===== config.mk =====
export PLATFORM = sky130hd
export DESIGN_NAME = seven_segment_bcd
export DESIGN_NICKNAME = d
export VERILOG_FILES = /design/src/rtl/seven_segment_bcd.sv
export SDC_FILE = /design/constraint.sdc
export NUM_CORES = 1
export LEC_CHECK = 0
export BUFFER_PORTS_ARGS = -buffer_cell sky130_fd_sc_hd__buf_4
export CAP_MARGIN = 25
export CORE_MARGIN = 3
export CORE_UTILIZATION = 50
export CTS_CLUSTER_DIAMETER = 40
export DETAILED_ROUTE_END_ITERATION = 7
export PLACE_DENSITY = 0.77
export SETUP_SLACK_MARGIN = 0.3
export SYNTH_ARGS = -nofsm -noshare
export SYNTH_HDL_FRONTEND = slang
export SYNTH_SLANG_ARGS = --single-unit
export TNS_END_PERCENT = 100

===== constraint.sdc =====
create_clock -name clk -period 2.6 [get_ports clk]
set_input_delay 0.13 -clock clk [delete_from_list [all_inputs] [get_ports clk]]
set_output_delay 0.13 -clock clk [all_outputs]
set_load 0.1 [all_outputs]

===== src/rtl/seven_segment_bcd.sv =====
// Binary (0..31) to two-digit 7-segment display driver with registered outputs.
// Optional build macro SEVEN_SEGMENT_BCD_LEADING_ZERO_BLANK_EN blanks a leading zero tens digit.
module seven_segment_bcd #(
   parameter bit ACTIVE_LOW = 1'b0
) (
   input  logic       clk,
   input  logic       reset,
   input  logic [4:0] number,
   output logic [6:0] tens_digit,
   output logic [6:0] ones_digit
);

   localparam logic [6:0] SEG_BLANK = 7'b000_0000;
   localparam logic [6:0] POL_MASK  = {7{ACTIVE_LOW}};

   logic [1:0] tens_val;
   logic [3:0] ones_val;
   logic [6:0] tens_seg;
   logic [6:0] ones_seg;

   // Segment order g f e d c b a, lit = 1.
   function automatic logic [6:0] seg_decode(input logic [3:0] digit);
      logic [6:0] seg;
      case (digit)
         4'd0:    seg = 7'b011_1111;
         4'd1:    seg = 7'b000_0110;
         4'd2:    seg = 7'b101_1011;
         4'd3:    seg = 7'b100_1111;
         4'd4:    seg = 7'b110_0110;
         4'd5:    seg = 7'b110_1101;
         4'd6:    seg = 7'b111_1101;
         4'd7:    seg = 7'b000_0111;
         4'd8:    seg = 7'b111_1111;
         4'd9:    seg = 7'b110_1111;
         default: seg = SEG_BLANK;
      endcase
      return seg;
   endfunction

   // Range compare instead of a divider: only four possible tens values.
   always_comb begin
      tens_val = 2'd0;
      ones_val = number[3:0];
      if (number >= 5'd30) begin
         tens_val = 2'd3;
         ones_val = 4'(number - 5'd30);
      end else if (number >= 5'd20) begin
         tens_val = 2'd2;
         ones_val = 4'(number - 5'd20);
      end else if (number >= 5'd10) begin
         tens_val = 2'd1;
         ones_val = 4'(number - 5'd10);
      end
   end

   always_comb begin
`ifdef SEVEN_SEGMENT_BCD_LEADING_ZERO_BLANK_EN
      tens_seg = (tens_val == 2'd0) ? SEG_BLANK : seg_decode({2'b00, tens_val});
`else
      tens_seg = seg_decode({2'b00, tens_val});
`endif
      ones_seg = seg_decode(ones_val);
   end

   always_ff @(posedge clk) begin
      if (reset) begin
         tens_digit <= SEG_BLANK ^ POL_MASK;
         ones_digit <= SEG_BLANK ^ POL_MASK;
      end else begin
         tens_digit <= tens_seg ^ POL_MASK;
         ones_digit <= ones_seg ^ POL_MASK;
      end
   end

endmodule


==> results of run 1 <==
power breakdown:
part	switching, W	internal (W)	total [W]
sequential	0.00000573	0.000222	0.000227
clock	0.0000628	0.0000595	0.000122
combinational	0.000252	0.0000847	0.000336
per-stage QoR:
step           util (%)  setup WS, ns  power (W)  hold slack [ns]
2_1_floorplan         -         0.713   0.000501            0.210
3_3_place_gp       67.7         0.441   0.000565            0.384
3_5_place_dp       67.7         0.385   0.000569            0.402
4_1_cts            69.6         0.675   0.000691            0.110
5_1_grt            69.6         0.547   0.000718            0.115
6_report           69.6         0.677   0.000686            0.109
final timing paths:
| check | start | end |
|---|---|---|
| setup / recovery | number[2] | ones_digit[1] |
| hold / removal | number[0] | ones_digit[4] |
synthesized netlist by cell type (2+ instances only):
cell	number
dfxtp_1	13
ha_1	8
inv_1	6
nor2_1	6
nand3_1	4
o31ai_1	3
a21oi_1	2
a31oi_1	2
and2_1	2
nand2_1	2
nor2b_1	2
o21ai_0	2
o21ai_1	2
logic make-up after synthesis:
group                      after synthesis  synth area share, %
and+or+nand+nor                         27                 20.5
AOI/OAI and AO/OA                       23                 23.8
DFF                                     13                 32.8
buffers and inverters                    9                 5.68
adders and majority gates                8                 12.6
xor gates and xnor gates                 2                 4.57
registers in the layout, summed over array words and instances, names as in the netlist:
signal	cells
ones_digit	7
tens_digit	6
metal layers:
| layer | routed length, um | GRT usage, % | up-vias |
|---|---|---|---|
| met5 | 0 | 0 | - |
| met4 | 27 | 8.52 | 0 |
| met3 | 68 | 3.56 | 2 |
| met2 | 749 | 28.4 | 22 |
| met1 | 735 | 20.0 | 302 |
| li1 | - | - | 343 |
critical path, delay by kind of cell:
family                   cells  cell delay, ns
XOR/XNOR                     1            0.25
buffers and inverters        2            0.23
AND/OR/NAND/NOR              2            0.59
AO/OA/AOI/OAI                3            0.41
adder cells (fa/ha/maj)      2            0.47
placed cells by master (no fill, tap or decap), types with 2 or more instances in the layout:
cell       n
a21oi_1    2
a31oi_1    2
and2_1     2
buf_4     21
clkbuf_4   3
dfxtp_1   13
ha_1       8
inv_1      6
nand2_1    2
nand3_1    4
nor2_1     6
nor2b_1    2
o21ai_0    2
o21ai_1    2
o31ai_1    3
cell type report:
cell class	count	area [um^2]
fill	138	425
inverter	6	22.5
sequential	13	260
tap	15	18.8
multi-input combinational	60	488
clock buffer	4	26.3
timing repair buffer	21	158
==> impl_metrics.csv, run 1 <==
group,metric,value,unit
route,first_pass_iters,4,
worst_setup_path,arrival,2.09,ns
worst_setup_path,cp.required,2.77,ns
logic_synthesis,async_flop_share,0,%
logic_synthesis,synth_enable_flop_cells,0,
clocking,cts_tree,"yes",
grt,grt_overflow,0,
worst_setup_path,slowest_delay,0.40,ns
logic_synthesis,synth_top_area_share,32.8,%
logic_synthesis,synth_cell_type_count,41,
timing,slew_viol_final,0,
power_and_ir_drop,p_per_area,705,nW/um^2
timing,tightestPinTransition,0.316,ns
placement,dp.cells,115,
grt,grt_pass1_wl,2.56,mm
clocking,hold_buffers,0,
route,viasPerCell,5.62,
grt,grt_pass1_vias,613,
timing,finalCritPeriodShare,74.0,%
worst_setup_path,crit_chain,"buf_4 > inv_1 > ha_1 > and3b_1 > or3_1 > o21a_4 > xnor2_4 > ha_1 > o211ai_1 > o21ai_0",
floorplan,start_util,56.7,%
floorplan,dieArea,2100,um^2
final_layout,stdcell_count,119,
timing,period_needed,1.92,ns
timing,max_slew_margin,78.9,%
grt,grt_max_degree,14,
logic_synthesis,syn_nets,97,
floorplan,pin_count,21,
clocking,cts_resized,0,
power_and_ir_drop,ir_drop,0.000276,V
min_path,worstHoldPathCells,2,
placement,placed_area,947,um^2
floorplan,fp.dieW,45.8,um
worst_setup_path,critical_path_class,"in2reg",
final_layout,antennaDiodeCount,0,
logic_synthesis,syn-cell-area,793,um^2
floorplan,std_cell_rows,13,
outcome,status,"complete, no violations",
logic_synthesis,ys_seq_elements,13,
route,drc,0,
route,postRouteAntennaNets,0,
route,drtIter0Drc,12,
final_layout,drive_above_1_share,31.7,%
placement,post-dp-hpwl,1.26,mm
timing,grt_setup_unrepaired,"no",
logic_synthesis,yosysWarnings,0,
worst_setup_path,crit_slowest_cell,"or3_1",
placement,io_buffers,20,
clocking,path_clk_slew,0.08,ns
grt,track_usage,16.9,%
clocking,cts.sinks,13,
flow_run,maxCapViolCount,0,
worst_setup_path,endpoint_kind,"flop",
worst_setup_path,path_common_cell,"ha_1",
logic_synthesis,ys_seq_area_share,32.8,%
power_and_ir_drop,p_leak,0.450,nW
logic_synthesis,synthCells,82,
clocking,postCtsSetupBuffers,0,
clocking,cts_max_path_buffers,2,
final_layout,nets,120,
timing,max_freq,520,MHz
final_layout,fin_area,973,um^2
logic_synthesis,synthFlopType,"dfxtp_1",
timing,final_hold_viol_count,0,
worst_setup_path,crit_fanout,9,
clocking,root_buffer,"clkbuf_4",
clocking,htreeDepth,1,
logic_synthesis,avgSynthCellArea,9.67,um^2
placement,gp_congestion,0.810,
route,vias,669,
final_layout,area_growth,22.7,%
timing,fin_tns_setup,0,ns
logic_synthesis,yosys.area.top_type,"dfxtp_1",
route,wl_per_cell,13.3,um
timing,setup_viol,0,
worst_setup_path,start_kind,"input pin",
grt,antenna_found_initial,0,
clocking,cts_buffers,3,
floorplan,dieHeight,45.8,um
logic_synthesis,yosys-top-cells-area,"dfxtp_1 (33%), ha_1 (13%), xnor2_4 (3.5%), inv_1 (2.8%), nor2_1 (2.8%)",
route,drt_wl_total,1.58,mm
floorplan,core_region_area,1400,um^2
min_path,hp-class,"in2reg",
No activity file was read; power rests on OpenSTA's default activity.
==> run 2: changes to the inputs <==
Settings changed: CORE_UTILIZATION 50 to 45, PLACE_DENSITY 0.77 to 0.74.
Clock period 2.6 ns to 1.75 ns, I/O delays scaled along.
==> impl_metrics.csv, run 2 (synthesis results as in run 1) <==
group,metric,value,unit
outcome,status,"complete, no violations",
placement,post-dp-hpwl,1.57,mm
grt,grt_overflow,0,
final_layout,largest_reg_flops,7,
floorplan,dieHeight,48.0,um
clocking,root_buffer,"clkbuf_4",
worst_setup_path,critPathTopFamily,"simple AND/OR/NAND/NOR gates",
final_layout,antennaDiodeCount,0,
floorplan,start_util,50.3,%
worst_setup_path,crit_cells,10,
timing,fin_ws,0.147,ns
worst_setup_path,crit_path_start,"number[2]",
timing,grt_setup_unrepaired,"yes",
worst_setup_path,crit_chain,"buf_12 > inv_6 > ha_4 > and3b_1 > or3_4 > o21a_4 > xnor2_4 > ha_1 > o211ai_1 > o21ai_1",
grt,grt_pass1_vias,764,
floorplan,core_region_area,1580,um^2
power_and_ir_drop,p_per_area,879,nW/um^2
min_path,hp-start,"reset",
final_layout,top_regs,"ones_digit (7), tens_digit (6)",
clocking,cts_tree,"yes",
final_layout,drive_above_1_share,58.9,%
timing,max_slew_margin,82.0,%
timing,setup_viol,0,
final_layout,regMostFlops,"ones_digit",
worst_setup_path,critical_path_class,"in2reg",
timing,finalCritPeriodShare,91.6,%
clocking,htreeDepth,1,
min_path,hp-class,"in2reg",
route,wl_per_cell,14.0,um
placement,gp_congestion,0.817,
worst_setup_path,cp.required,1.91,ns
worst_setup_path,path_buf_inv,2,
final_layout,mostFrequentLayoutCell,"buf_4",
power_and_ir_drop,ir_drop,0.000450,V
timing,final_hold_viol_count,0,
clocking,cts.sinks,13,
worst_setup_path,start_kind,"input pin",
worst_setup_path,crit_fanout,5,
grt,grt_pass1_wl,3.17,mm
final_layout,area_growth,60.4,%
route,vias,810,
timing,fin_tns_setup,0,ns
route,drtIter0Drc,7,
timing,period_needed,1.60,ns
worst_setup_path,arrival,1.77,ns
timing,slew_viol_final,0,
min_path,worstHoldPathCells,2,
route,first_pass_iters,4,
worst_setup_path,slowest_delay,0.38,ns
floorplan,pin_count,21,
floorplan,std_cell_rows,14,
power_and_ir_drop,p_leak,0.578,nW
floorplan,fp.dieW,48.0,um
final_layout,nets,145,
grt,antenna_found_initial,0,
grt,track_usage,19.9,%
final_layout,regArea,260,um^2
clocking,path_clk_slew,0.07,ns
final_layout,fill_cells,103,
grt,grt_max_degree,14,
route,viasPerCell,5.59,
placement,io_buffers,20,
timing,max_freq,624,MHz
route,drc,0,
route,postRouteAntennaNets,0,
route,drt_wl_total,2.03,mm
clocking,cts_max_path_buffers,2,
floorplan,dieArea,2300,um^2
clocking,cts_buffers,3,
final_layout,final_cell_mix,"buf_4 (44), dfxtp_1 (13), nor2_1 (6)",
flow_run,maxCapViolCount,0,
placement,pre_cts_slack,-0.210,ns
worst_setup_path,crit_slowest_cell,"or3_4",
timing,tightestPinTransition,0.270,ns
worst_setup_path,endpoint_kind,"flop",
final_layout,multi_input_area,569,um^2
-- run 2: cell count changes in the layout (fill, tap and decap cells not counted), moves of 2 or more --
| cell | before | now |
|---|---|---|
| buf_4 | 21 | 44 |
| ha_1 | 8 | 3 |
| ha_2 | 0 | 3 |
| ha_4 | 0 | 2 |
| inv_1 | 6 | 4 |
| nor2b_1 | 2 | 0 |
-- run 2: layout make-up --
cell class | instances | share of cell area, %
Clock buffer | 4 | 2.06
Timing Repair Buffer | 46 | 28.7
Multi-Input combinational cell | 60 | 44.7
Inverter | 6 | 2.46
Tap cell | 16 | 1.57
Sequential cell | 13 | 20.5
-- run 2: power by group --
group / total, W / switching, W / internal, W
Sequential: 0.000338 / 0.00000881 / 0.000329
Combinational: 0.000600 / 0.000406 / 0.000194
Clock: 0.000180 / 0.0000915 / 0.0000884
Total: 0.00112 / 0.000506 / 0.000612
-- run 2: final timing paths --
kind                             to  slack, ns
worst min-delay path  ones_digit[5]       0.07
worst max-delay path  ones_digit[1]       0.15
-- run 2: layer usage --
metal	part of all wire [%]	global-route usage, %	routed length (um)	up-vias
li1	-	-	-	394
met1	38	20.6	768	383
met2	56	37.7	1130	28
met3	4.2	4.14	85	5
met4	2.1	8.60	42	0
met5	0	0	0	-
-- run 2: metrics by stage --
stage | cell area [um^2] | util (%) | total power (W) | std cells | hold slack (ns)
finish | 1270 | 80.7 | 0.00112 | 145 | 0.0704
global route | 1270 | 80.7 | 0.00117 | 145 | 0.0809
CTS | 1230 | 77.9 | 0.00110 | 143 | 0.0671
detailed placement | 1160 | 73.4 | 0.000906 | 139 | 0.369
global placement | 1160 | 73.4 | 0.000896 | 139 | 0.358
floorplan | 830 | - | 0.000751 | 82 | 0.167
-- run 2: what timing repair did --
action                                 4_1_cts  5_1_grt
resized for setup                           13        8
setup buffers                                0        2
hold buffers                                 0        0
setup endpoints to repair                    7        7
endpoints found under the hold margin        0        0
pin swaps                                   11        5
